File: config.mk
export PLATFORM = sky130hd
export DESIGN_NAME = vector_div_scheduler
export DESIGN_NICKNAME = d
export VERILOG_FILES = /design/src/rtl/vector_div_scheduler.sv
export SDC_FILE = /design/constraint.sdc
export NUM_CORES = 1
export LEC_CHECK = 0
export CELL_PAD_IN_SITES_DETAIL_PLACEMENT = 1
export CELL_PAD_IN_SITES_GLOBAL_PLACEMENT = 2
export CORE_MARGIN = 4
export CORE_UTILIZATION = 45
export CTS_BUF_LIST = sky130_fd_sc_hd__clkbuf_8 sky130_fd_sc_hd__clkbuf_16
export DETAILED_ROUTE_END_ITERATION = 12
export DONT_BUFFER_PORTS = 1
export GPL_TIMING_DRIVEN = 0
export PLACE_DENSITY = 0.92
export SLEW_MARGIN = 0
export SYNTH_ARGS = -nofsm -noshare
export SYNTH_HDL_FRONTEND = slang
export SYNTH_SLANG_ARGS = --single-unit
File: constraint.sdc
create_clock -name clk -period 5.8 [get_ports clk]
set_input_delay 1.16 -clock clk [delete_from_list [all_inputs] [get_ports clk]]
set_output_delay 1.16 -clock clk [all_outputs]
set_load 0.03 [all_outputs]
File: src/rtl/vector_div_scheduler.sv
// vector_div_scheduler
//   Runs one vector-by-scalar division job through a single shared, pipelined
//   integer divider. The block latches a numerator vector and an unsigned
//   divisor. It then issues one element per cycle to the divider. Quotients
//   may come back in any order; they are collected by tag, and the full
//   quotient vector is presented downstream.
//
// Ports
//   clk, rst       clock and synchronous active-high reset
//   vld_in/rdy_out job handshake; vec_in (packed, element 0 in the LSBs), divisor_in
//   vld_out/rdy_in result handshake; vec_out (registered, packed like vec_in)
//   div_vld_out/div_rdy_in   divider request: div_num_out, div_den_out, div_idx_out
//   div_vld_in               divider response: div_quot_in, div_idx_in (no backpressure)
//   busy           high while a job is being issued or is waiting to be taken
module vector_div_scheduler #(
    parameter int VEC_LEN    = 4,
    parameter int DATA_WIDTH = 16,
    parameter int IDX_WIDTH  = $clog2(VEC_LEN)
) (
    input  logic                          clk,
    input  logic                          rst,
    input  logic                          vld_in,
    output logic                          rdy_out,
    input  logic [VEC_LEN*DATA_WIDTH-1:0] vec_in,
    input  logic [DATA_WIDTH-1:0]         divisor_in,
    output logic                          vld_out,
    input  logic                          rdy_in,
    output logic [VEC_LEN*DATA_WIDTH-1:0] vec_out,
    output logic                          div_vld_out,
    input  logic                          div_rdy_in,
    output logic [DATA_WIDTH-1:0]         div_num_out,
    output logic [DATA_WIDTH-1:0]         div_den_out,
    output logic [IDX_WIDTH-1:0]          div_idx_out,
    input  logic                          div_vld_in,
    input  logic [DATA_WIDTH-1:0]         div_quot_in,
    input  logic [IDX_WIDTH-1:0]          div_idx_in,
    output logic                          busy
);

    // Counters need one extra bit so they can hold VEC_LEN itself.
    localparam int CNT_W = IDX_WIDTH + 1;
    localparam logic [CNT_W-1:0] LEN_C = CNT_W'(VEC_LEN);

    typedef enum logic [1:0] {
        IDLE  = 2'd0,
        ISSUE = 2'd1,
        DONE  = 2'd2
    } state_t;

    state_t                 state_q;
    logic [DATA_WIDTH-1:0]  vec_q  [VEC_LEN];
    logic [DATA_WIDTH-1:0]  den_q;
    logic [DATA_WIDTH-1:0]  quot_q [VEC_LEN];
    logic [CNT_W-1:0]       issue_cnt_q, issue_cnt_d;
    logic [CNT_W-1:0]       resp_cnt_q, resp_cnt_d;
    logic                   rdy_out_q;
    logic                   vld_out_q;

    logic                   issue_vld;
    logic [IDX_WIDTH-1:0]   issue_idx;
    logic                   resp_in_range;

    assign issue_vld = (state_q == ISSUE) && (issue_cnt_q < LEN_C);
    assign issue_idx = issue_cnt_q[IDX_WIDTH-1:0];

    // Request fields are forced to zero whenever no request is offered.
    assign div_vld_out = issue_vld;
    assign div_num_out = issue_vld ? vec_q[issue_idx] : '0;
    assign div_den_out = issue_vld ? den_q : '0;
    assign div_idx_out = issue_vld ? issue_idx : '0;

    // Out-of-range tags still count as a response but never write.
    assign resp_in_range = ({1'b0, div_idx_in} < LEN_C);

    always_comb begin
        issue_cnt_d = issue_cnt_q;
        resp_cnt_d  = resp_cnt_q;
        if (issue_vld && div_rdy_in) begin
            issue_cnt_d = issue_cnt_q + 1'b1;
        end
        // Saturate so that surplus responses can never wrap the count.
        if (div_vld_in && (resp_cnt_q != LEN_C)) begin
            resp_cnt_d = resp_cnt_q + 1'b1;
        end
    end

    always_ff @(posedge clk) begin
        if (rst) begin
            state_q     <= IDLE;
            issue_cnt_q <= '0;
            resp_cnt_q  <= '0;
            rdy_out_q   <= 1'b1;
            vld_out_q   <= 1'b0;
            for (int i = 0; i < VEC_LEN; i++) begin
                quot_q[i] <= '0;
            end
        end else begin
            case (state_q)
                IDLE: begin
                    if (vld_in) begin
                        for (int i = 0; i < VEC_LEN; i++) begin
                            vec_q[i] <= vec_in[i*DATA_WIDTH +: DATA_WIDTH];
                        end
                        den_q       <= divisor_in;
                        issue_cnt_q <= '0;
                        resp_cnt_q  <= '0;
                        rdy_out_q   <= 1'b0;
                        if (divisor_in != '0) begin
                            state_q <= ISSUE;
                        end else begin
                            // Divide by zero: all-ones result, divider never used.
                            state_q <= DONE;
                            for (int i = 0; i < VEC_LEN; i++) begin
                                quot_q[i] <= '1;
                            end
                        end
                    end
                end
                ISSUE: begin
                    issue_cnt_q <= issue_cnt_d;
                    resp_cnt_q  <= resp_cnt_d;
                    if (div_vld_in && resp_in_range) begin
                        quot_q[div_idx_in] <= div_quot_in;
                    end
                    if (resp_cnt_q == LEN_C) begin
                        state_q   <= DONE;
                        vld_out_q <= 1'b1;
                    end
                end
                DONE: begin
                    // vld_out rises one cycle after entry on the divide-by-zero path.
                    if (vld_out_q && rdy_in) begin
                        state_q   <= IDLE;
                        vld_out_q <= 1'b0;
                        rdy_out_q <= 1'b1;
                    end else begin
                        vld_out_q <= 1'b1;
                    end
                end
                default: begin
                    state_q <= IDLE;
                end
            endcase
        end
    end

    for (genvar g = 0; g < VEC_LEN; g++) begin : g_vec_out
        assign vec_out[g*DATA_WIDTH +: DATA_WIDTH] = quot_q[g];
    end

    assign rdy_out = rdy_out_q;
    assign vld_out = vld_out_q;
    assign busy    = (state_q != IDLE);

endmodule

# Word-level counts from Yosys, hierarchy flattened
# Memory sizes are Yosys's and may differ from the RTL's. A register that Yosys moved wholly into a read port is not among the register bits.
# Cells that the tools add are included.
# W data, S select, Z words.
# word_totals
reg_bits,26
ram_bits,128
inputBits,104
out_inout_bits,102
wordCells,85
memories,2
# memory_table
memory,depth,word_bits,read_ports,rd_ports_with_merged_regs,wr,line_no,text
quot_q,4,16,4,0,4,53,logic [DATA_WIDTH-1:0] quot_q [VEC_LEN];
vec_q,4,16,1,1,4,51,logic [DATA_WIDTH-1:0] vec_q [VEC_LEN];
# op_classes
n_addsub,2
magnitude_cmp,1
eq_ne,9
muxes,43
bitwise,5
n_reduce_logical,17
# op_table
cell,n
$mux W16,7
$mux W1,20
$mux W2,8
$reduce_bool A16 Y1,1
$reduce_or A16 Y1,1
$reduce_and A3 Y1,5
$pmux W3 S2,2
$mux W3,3
$reduce_bool A2 Y1,4
$add A3 B1 Y3 const B,2
$ne A2 B1 Y1 const B,3
$pmux W2 S3,1
$logic_and A1 B1 Y1,4
$ne A2 B2 Y1 const B,2
$or A1 B1 Y1,4
$pmux W1 S2,2
$eq A3 B3 Y1 const B,1
$lt A3 B3 Y1 const B,1
$ne A3 B3 Y1 const B,1
$eq A2 B1 Y1 const B,1
$eq A2 B2 Y1 const B,1
$logic_not A2 Y1,1
$reduce_and A2 Y1,1
$not A1 Y1,1

# Logic depth before layout (Yosys ltp)
# Gate-level depths: netlist (run 1).
# depth
depth_word,8
depth_mapped,6
ltp_nobuf,5

# Worst setup path before layout (run 1)
# OpenSTA, ideal clock, no wires.
# synth_timing
path_type,input to register
startpoint,input port vld_in
endpoint,"memory vec_q[0][0], enable pin"
setup_ns,0.418
arrival_time_ns,3.383
required_ns,5.382
slack_ns,1.999
path_stages,6
path_buffers,3
cell_sequence,or3b_1 -> buf_2 -> or2_4 -> buf_6 -> buf_6 -> inv_1
# synth_lines
element,line_no,text
start: declaration,22,"input logic vld_in,"
end: declaration,51,

# Final worst setup path (run 1)
# layout_timing
startpoint,register state_q[0]
endpoint,output port div_num_out[12]
# layout_via
elab_chain_cells,3
# layout_rtl
element,line_no,text
start: declaration,50,state_t state_q;
start signal: assignment,89,state_q <= IDLE;
start signal: assignment,109,state_q <= ISSUE;
start signal: assignment,112,state_q <= DONE;
$eq A2 B1 Y1,63,assign issue_vld = (state_q == ISSUE) && (issue_cnt_q < LEN_C);
$logic_and A1 B1 Y1,63,
net div_vld_out,29,"output logic div_vld_out,"
$mux W16,68,assign div_num_out = issue_vld ? vec_q[issue_idx] : '0;
end: declaration,31,"output logic [DATA_WIDTH-1:0] div_num_out,"
# The timed path passes the listed nets, and every way through them passes these cells.

==> results_dict.tcl, run 1 <==
set metrics [dict create \
    finClkSkew_ps 8.69 \
    seq_power_share_pct 53.5 \
    fp.dieW_um 127 \
    avgSynthCellArea_um2 14.5 \
    cts_tree "built" \
    whs_ps 498 \
    antenna_left 0 \
    setup-tns-final_ps 0 \
    netlist.area_leader.share_pct 67.6 \
    cts-root-buf "clkbuf_16" \
    synth_warnings 0 \
    dp_hpwl_mm 12.9 \
    dr.pass1.iters 5 \
    slew_headroom_pct 36.6 \
    yosysSeqAreaShare_pct 71.4 \
    floorplan.initialDensity_pct 46.1 \
    clk_latency_ps 410 \
    slew_violations 0 \
    final_common_cell "edfxtp_1" \
    synth-edff-count 144 \
    report.final.hold_viol_count 0 \
    power_density_nw_per_um2 349 \
    ctsResizeCount 0 \
    grt_start_max_net_pins 34 \
    ios 206 \
    via_per_inst 5.98 \
    ir_drop_uv 222 \
    crit_type "flop to output pin" \
    cts_hold_buf 0 \
    final_cell_mix "144 x edfxtp_1, 64 x nand3_1, 38 x o21ai_0, 36 x and2_1, 32 x o21ai_1" \
    rsz0062_at_grt "no" \
    die_area_um2 16200 \
    first_iter_violations 357 \
    routedWlPerCell_um 26.8 \
    multi_input_area_um2 1620 \
    syn2layout_area_growth_pct 12.7 \
    drt-total-wl_mm 17.7 \
    yosys.cell_types.count 38 \
    p_comb_share_pct 6.6 \
    fmax_mhz 251 \
    synthTopCellsByArea "edfxtp_1 68%, mux4_2 5.6%, nand3_1 5.0%" \
    grt_pass1_vias 4091 \
    leakage_nw 2.32 \
    crit_fanout 10 \
    antenna_found_initial 1 \
    holdCritPathClass "flop to flop" \
    place.gp.congestion 0.816 \
    synth_ff_type "edfxtp_1" \
    core_region_area_um2 13900 \
    synthCells 441 \
    cts_buffers 17 \
    drive_above_1_share_pct 13.4 \
    p_switching_mw 0.607 \
    synthArstFlopShare_pct 0 \
    clkPwrFrac_pct 39.9 \
    fin_cells 659 \
    fp.dieH_um 127 \
    io_buffer_count 0 \
    seq_area_um2 4560 \
    cts_max_path_buffers 2 \
    worstPathArrival_ps 2820 \
    finalNetCount 572 \
    cts_setup_buffers 0 \
    grt_use_total_pct 21.9 \
    total_power_mw 2.52 \
    grt_pass1_wl_mm 26.1 \
    synth_top_area_cell "edfxtp_1" \
    final_util_pct 51.9 \
    p_sw_share_pct 24.1 \
    cp.required_ps 4640 \
    cts_sinks 156 \
    synth-seq-cells 156 \
    drc 0 \
    syn_nets 548 \
    post-route-period-util_pct 68.6 \
    vias 3944 \
    maxCapViolations 0 \
    outcome "finished clean" \
    period_minus_slack_ps 3980 \
    setup.worst_path.start_class "flop" \
    syn_area_um2 6390 \
    fillers 1372 \
    htreeDepth 4 \
    worstMarginPinSlew_ps 943 \
    p_int_mw 1.91 \
    rows 43 \
    placed_cells 626 \
    grt.overflow.total 0 \
    setup_violations 0 \
    clk_pin_slew_ps 60 \
    cp-end-kind "output pin" \
]
## Yosys cell counts, types with 2 or more instances
master / instances
nand3b_1: 3
nand2b_1: 2
clkbuf_1: 28
a21oi_1: 11
and2_1: 36
nand4_1: 2
inv_1: 6
mux4_2: 16
nor4_1: 4
nand2_1: 2
nand3_1: 64
nor2_1: 3
dfxtp_1: 12
o21ai_1: 28
ha_1: 3
nor3_1: 2
or3_1: 2
o21ai_0: 42
nor2b_1: 4
edfxtp_1: 144
buf_6: 4
buf_2: 7
## per-stage QoR
| stage | setup slack (ps) | instance area, um2 |
|---|---|---|
| after floorplan | 2000 | 6390 |
| after CTS | 1790 | 7210 |
| after global routing | 1580 | 7210 |
| final | 1820 | 7210 |
| after global placement | 1260 | 6620 |
| after detailed placement | 2200 | 6670 |
## cell type report
cell class                 instances  share of cell area [%]
inverter                           6                   0.312
multi-input combinational        239                    22.5
sequential                       156                    63.3
tap                              180                    3.12
clock inverter                    15                    1.54
buffer                            40                    2.62
antenna                            1                  0.0347
clock buffer                      17                    5.90
timing repair buffer               5                   0.694
## power groups by stage
stage	logic, mW	clock network (mW)	registers [mW]
floorplan	0.130	0	1.36
global placement	0.156	0	1.37
detailed placement	0.167	0	1.37
CTS	0.167	1.02	1.35
global route	0.179	1.08	1.35
finish	0.166	1.00	1.35
## state kept, by name, indices dropped and copies added, names as in the netlist, named ones only
signal,cells
quot_q,64
resp_cnt_q,3
rdy_out,1
issue_cnt_q,3
state_q,2
vld_out,1
den_q,16
vec_q,64
## metal layers
layer / global-route usage [%] / vias to the layer above / wire [um]
met5: 0 / - / 0
li1: - / 1728 / -
met2: 36.6 / 207 / 9030
met1: 25.5 / 1984 / 6540
met3: 9.28 / 25 / 1750
met4: 7.51 / 0 / 333
## cell families (layout without fill, tap and decap cells)
logic type               after synthesis  in the layout  share of synthesized area (%)
adder cells (fa/ha/maj)                3              3                          0.587
multiplexers                          17             17                           5.79
buffers and inverters                 46             83                           3.31
flip-flops                           156            156                           71.4
XOR/XNOR                               1              1                          0.137
AND/OR/NAND/NOR                      131            131                           11.7
AO/OA/AOI/OAI                         87             87                           7.14
other                                  0              1                              0
## worst max-delay path, stage by stage (launching register included)
cell      delay [ps]
dfxtp_1          360
buf_2            210
inv_1             70
nor3_1           720
clkbuf_1         610
and2_1           430
## path summary, 6_finish.rpt
kind / startpoint / end / slack, ps / cells after the start
worst min-delay path: issue_cnt_q[2] / issue_cnt_q[2] / 500 / 2
worst max register to register: state_q[1] / vec_q[0][13] / 3220 / 7
worst max-delay path: state_q[0] / div_num_out[12] / 1820 / 5
worst min register to register: issue_cnt_q[2] / issue_cnt_q[2] / 500 / 2
No activity file was read; power rests on OpenSTA's default activity.
==> run 2, diff against run 1 <==
--- a/config.mk
+++ b/config.mk
@@ -8,12 +8,12 @@
 export CELL_PAD_IN_SITES_DETAIL_PLACEMENT = 1
 export CELL_PAD_IN_SITES_GLOBAL_PLACEMENT = 2
 export CORE_MARGIN = 4
-export CORE_UTILIZATION = 45
+export CORE_UTILIZATION = 37
 export CTS_BUF_LIST = sky130_fd_sc_hd__clkbuf_8 sky130_fd_sc_hd__clkbuf_16
 export DETAILED_ROUTE_END_ITERATION = 12
 export DONT_BUFFER_PORTS = 1
 export GPL_TIMING_DRIVEN = 0
-export PLACE_DENSITY = 0.92
+export PLACE_DENSITY = 0.82
 export SLEW_MARGIN = 0
 export SYNTH_ARGS = -nofsm -noshare
 export SYNTH_HDL_FRONTEND = slang
==> constraint.sdc (replaced) <==
create_clock -name clk -period 3.3 [get_ports clk]
set_input_delay 0.66 -clock clk [delete_from_list [all_inputs] [get_ports clk]]
set_output_delay 0.66 -clock clk [all_outputs]
set_load 0.03 [all_outputs]
==> run 2 against run 1 <==
Cell count up 5.9%. Sequential share of layout area shrank 0.82 points. Sequential power grew 76%. Hold slack worse by 160 ps. Critical path type unchanged. Highest routed layer unchanged.
==> results_dict.tcl, run 2 (synthesized netlist as in run 1, its figures left out) <==
set metrics [dict create \
    outcome "finished clean" \
    drc 0 \
    placed_cells 665 \
    cp.required_ps 2640 \
    top_regs "quot_q: 64 flops, vec_q: 64 flops, den_q: 16 flops" \
    setup_violations 0 \
    clk_pin_slew_ps 60 \
    slew_headroom_pct 42.0 \
    holdCritPathClass "input pin to flop" \
    final_common_cell "edfxtp_1" \
    antennaDiodeCount 0 \
    dr.pass1.iters 5 \
    cp_slowest_cell "nor3_2" \
    fp.dieH_um 139 \
    setup.worst_path.start_class "flop" \
    path_cells "clkbuf_1 > nor3_2 > clkbuf_1 > and2_1" \
    grt_pass1_wl_mm 25.7 \
    drive_above_1_share_pct 14.4 \
    antenna_found_initial 0 \
    period_minus_slack_ps 3000 \
    setup-tns-final_ps 0 \
    cts_tree "built" \
    rows 47 \
    fp.dieW_um 139 \
    htreeDepth 4 \
    ir_drop_uv 309 \
    place.gp.congestion 0.860 \
    io_buffer_count 0 \
    die_area_um2 19500 \
    grt.overflow.total 0 \
    slew_violations 0 \
    report.final.hold_viol_count 0 \
    grt_use_total_pct 17.7 \
    post-route-period-util_pct 91.0 \
    crit_fanout 10 \
    leakage_nw 2.33 \
    dp_hpwl_mm 13.0 \
    final_util_pct 43.6 \
    grt_pass1_vias 4051 \
    antenna_left 0 \
    routedWlPerCell_um 25.1 \
    finClkSkew_ps 19.9 \
    cts_buffers 17 \
    floorplan.initialDensity_pct 38.2 \
    syn2layout_area_growth_pct 14.2 \
    whs_ps 336 \
    clk_latency_ps 420 \
    fin_cells 698 \
    finalNetCount 572 \
    crit_type "flop to output pin" \
    rsz0062_at_grt "no" \
    worstMarginPinSlew_ps 864 \
    final_cell_mix "144 x edfxtp_1, 64 x nand3_1, 38 x o21ai_0, 36 x and2_1, 32 x o21ai_1" \
    via_per_inst 5.58 \
    grt_start_max_net_pins 65 \
    cts-root-buf "clkbuf_16" \
    core_region_area_um2 16800 \
    cts_hold_buf 0 \
    maxCapViolations 0 \
    fillers 1670 \
    ios 206 \
    worstPathArrival_ps 2340 \
    cp-end-kind "output pin" \
    power_density_nw_per_um2 623 \
    drt-total-wl_mm 17.5 \
    cts_sinks 156 \
    fmax_mhz 333 \
    cpMostUsedCell "clkbuf_1" \
    cts_max_path_buffers 2 \
    vias 3894 \
    cpPeakStageDelay_ps 540 \
    first_iter_violations 262 \
]
[run 2: per-stage QoR]
stage | instance area, um2 | setup WS [ps] | total power, mW
after floorplan | 6400 | 345 | 2.62
after global placement | 6670 | -772 | 2.68
after detailed placement | 6700 | -53.7 | 2.70
after CTS | 7280 | 238 | 4.61
after global routing | 7300 | 96.2 | 4.74
final | 7300 | 297 | 4.55
[run 2: worst max-delay path, delay by kind of cell, from the launching register on]
family | cells | cell delay [ps]
AND/OR/NAND/NOR | 2 | 960
buffers and inverters | 2 | 660
flip-flops | 1 | 320
[run 2: cell type report]
type | instances | area [um2] | area share (%)
Tap cell | 220 | 275 | 3.77
Clock buffer | 17 | 425 | 5.82
Inverter | 6 | 26.3 | 0.360
Sequential cell | 156 | 4560 | 62.5
Multi-Input combinational cell | 239 | 1620 | 22.2
Clock inverter | 15 | 149 | 2.04
Timing Repair Buffer | 5 | 50.0 | 0.685
Buffer | 40 | 190 | 2.60
[run 2: routing by layer]
metal | share of wire, % | vias to the layer above | wire [um] | track usage [%]
li1 | - | 1728 | - | -
met1 | 38 | 1955 | 6740 | 21.4
met2 | 47 | 201 | 8300 | 27.8
met4 | 0.59 | 0 | 104 | 4.43
met5 | 0 | - | 0 | 0
met3 | 14 | 10 | 2380 | 9.67
[run 2: path summary, 6_finish.rpt]
path | start | end | slack [ps] | cells past startpoint
max | state_q[1] | div_num_out[3] | 300 | 4
min | vec_in[7] | vec_q[0][7] | 340 | 0
max reg2reg | state_q[1] | vec_q[2][11] | 920 | 7
min reg2reg | resp_cnt_q[1] | resp_cnt_q[1] | 530 | 2
[run 2: power by group]
| part | total [mW] | switching, mW | internal [mW] |
|---|---|---|---|
| clock network | 1.89 | 0.783 | 1.11 |
| registers | 2.37 | 0.109 | 2.26 |
| logic | 0.291 | 0.211 | 0.0794 |
[run 2: what timing repair did]
action	4_1_cts	5_1_grt
gates resized for setup	2	0
setup endpoints to repair	27	0
setup buffers	0	0
hold endpoints to repair	0	0
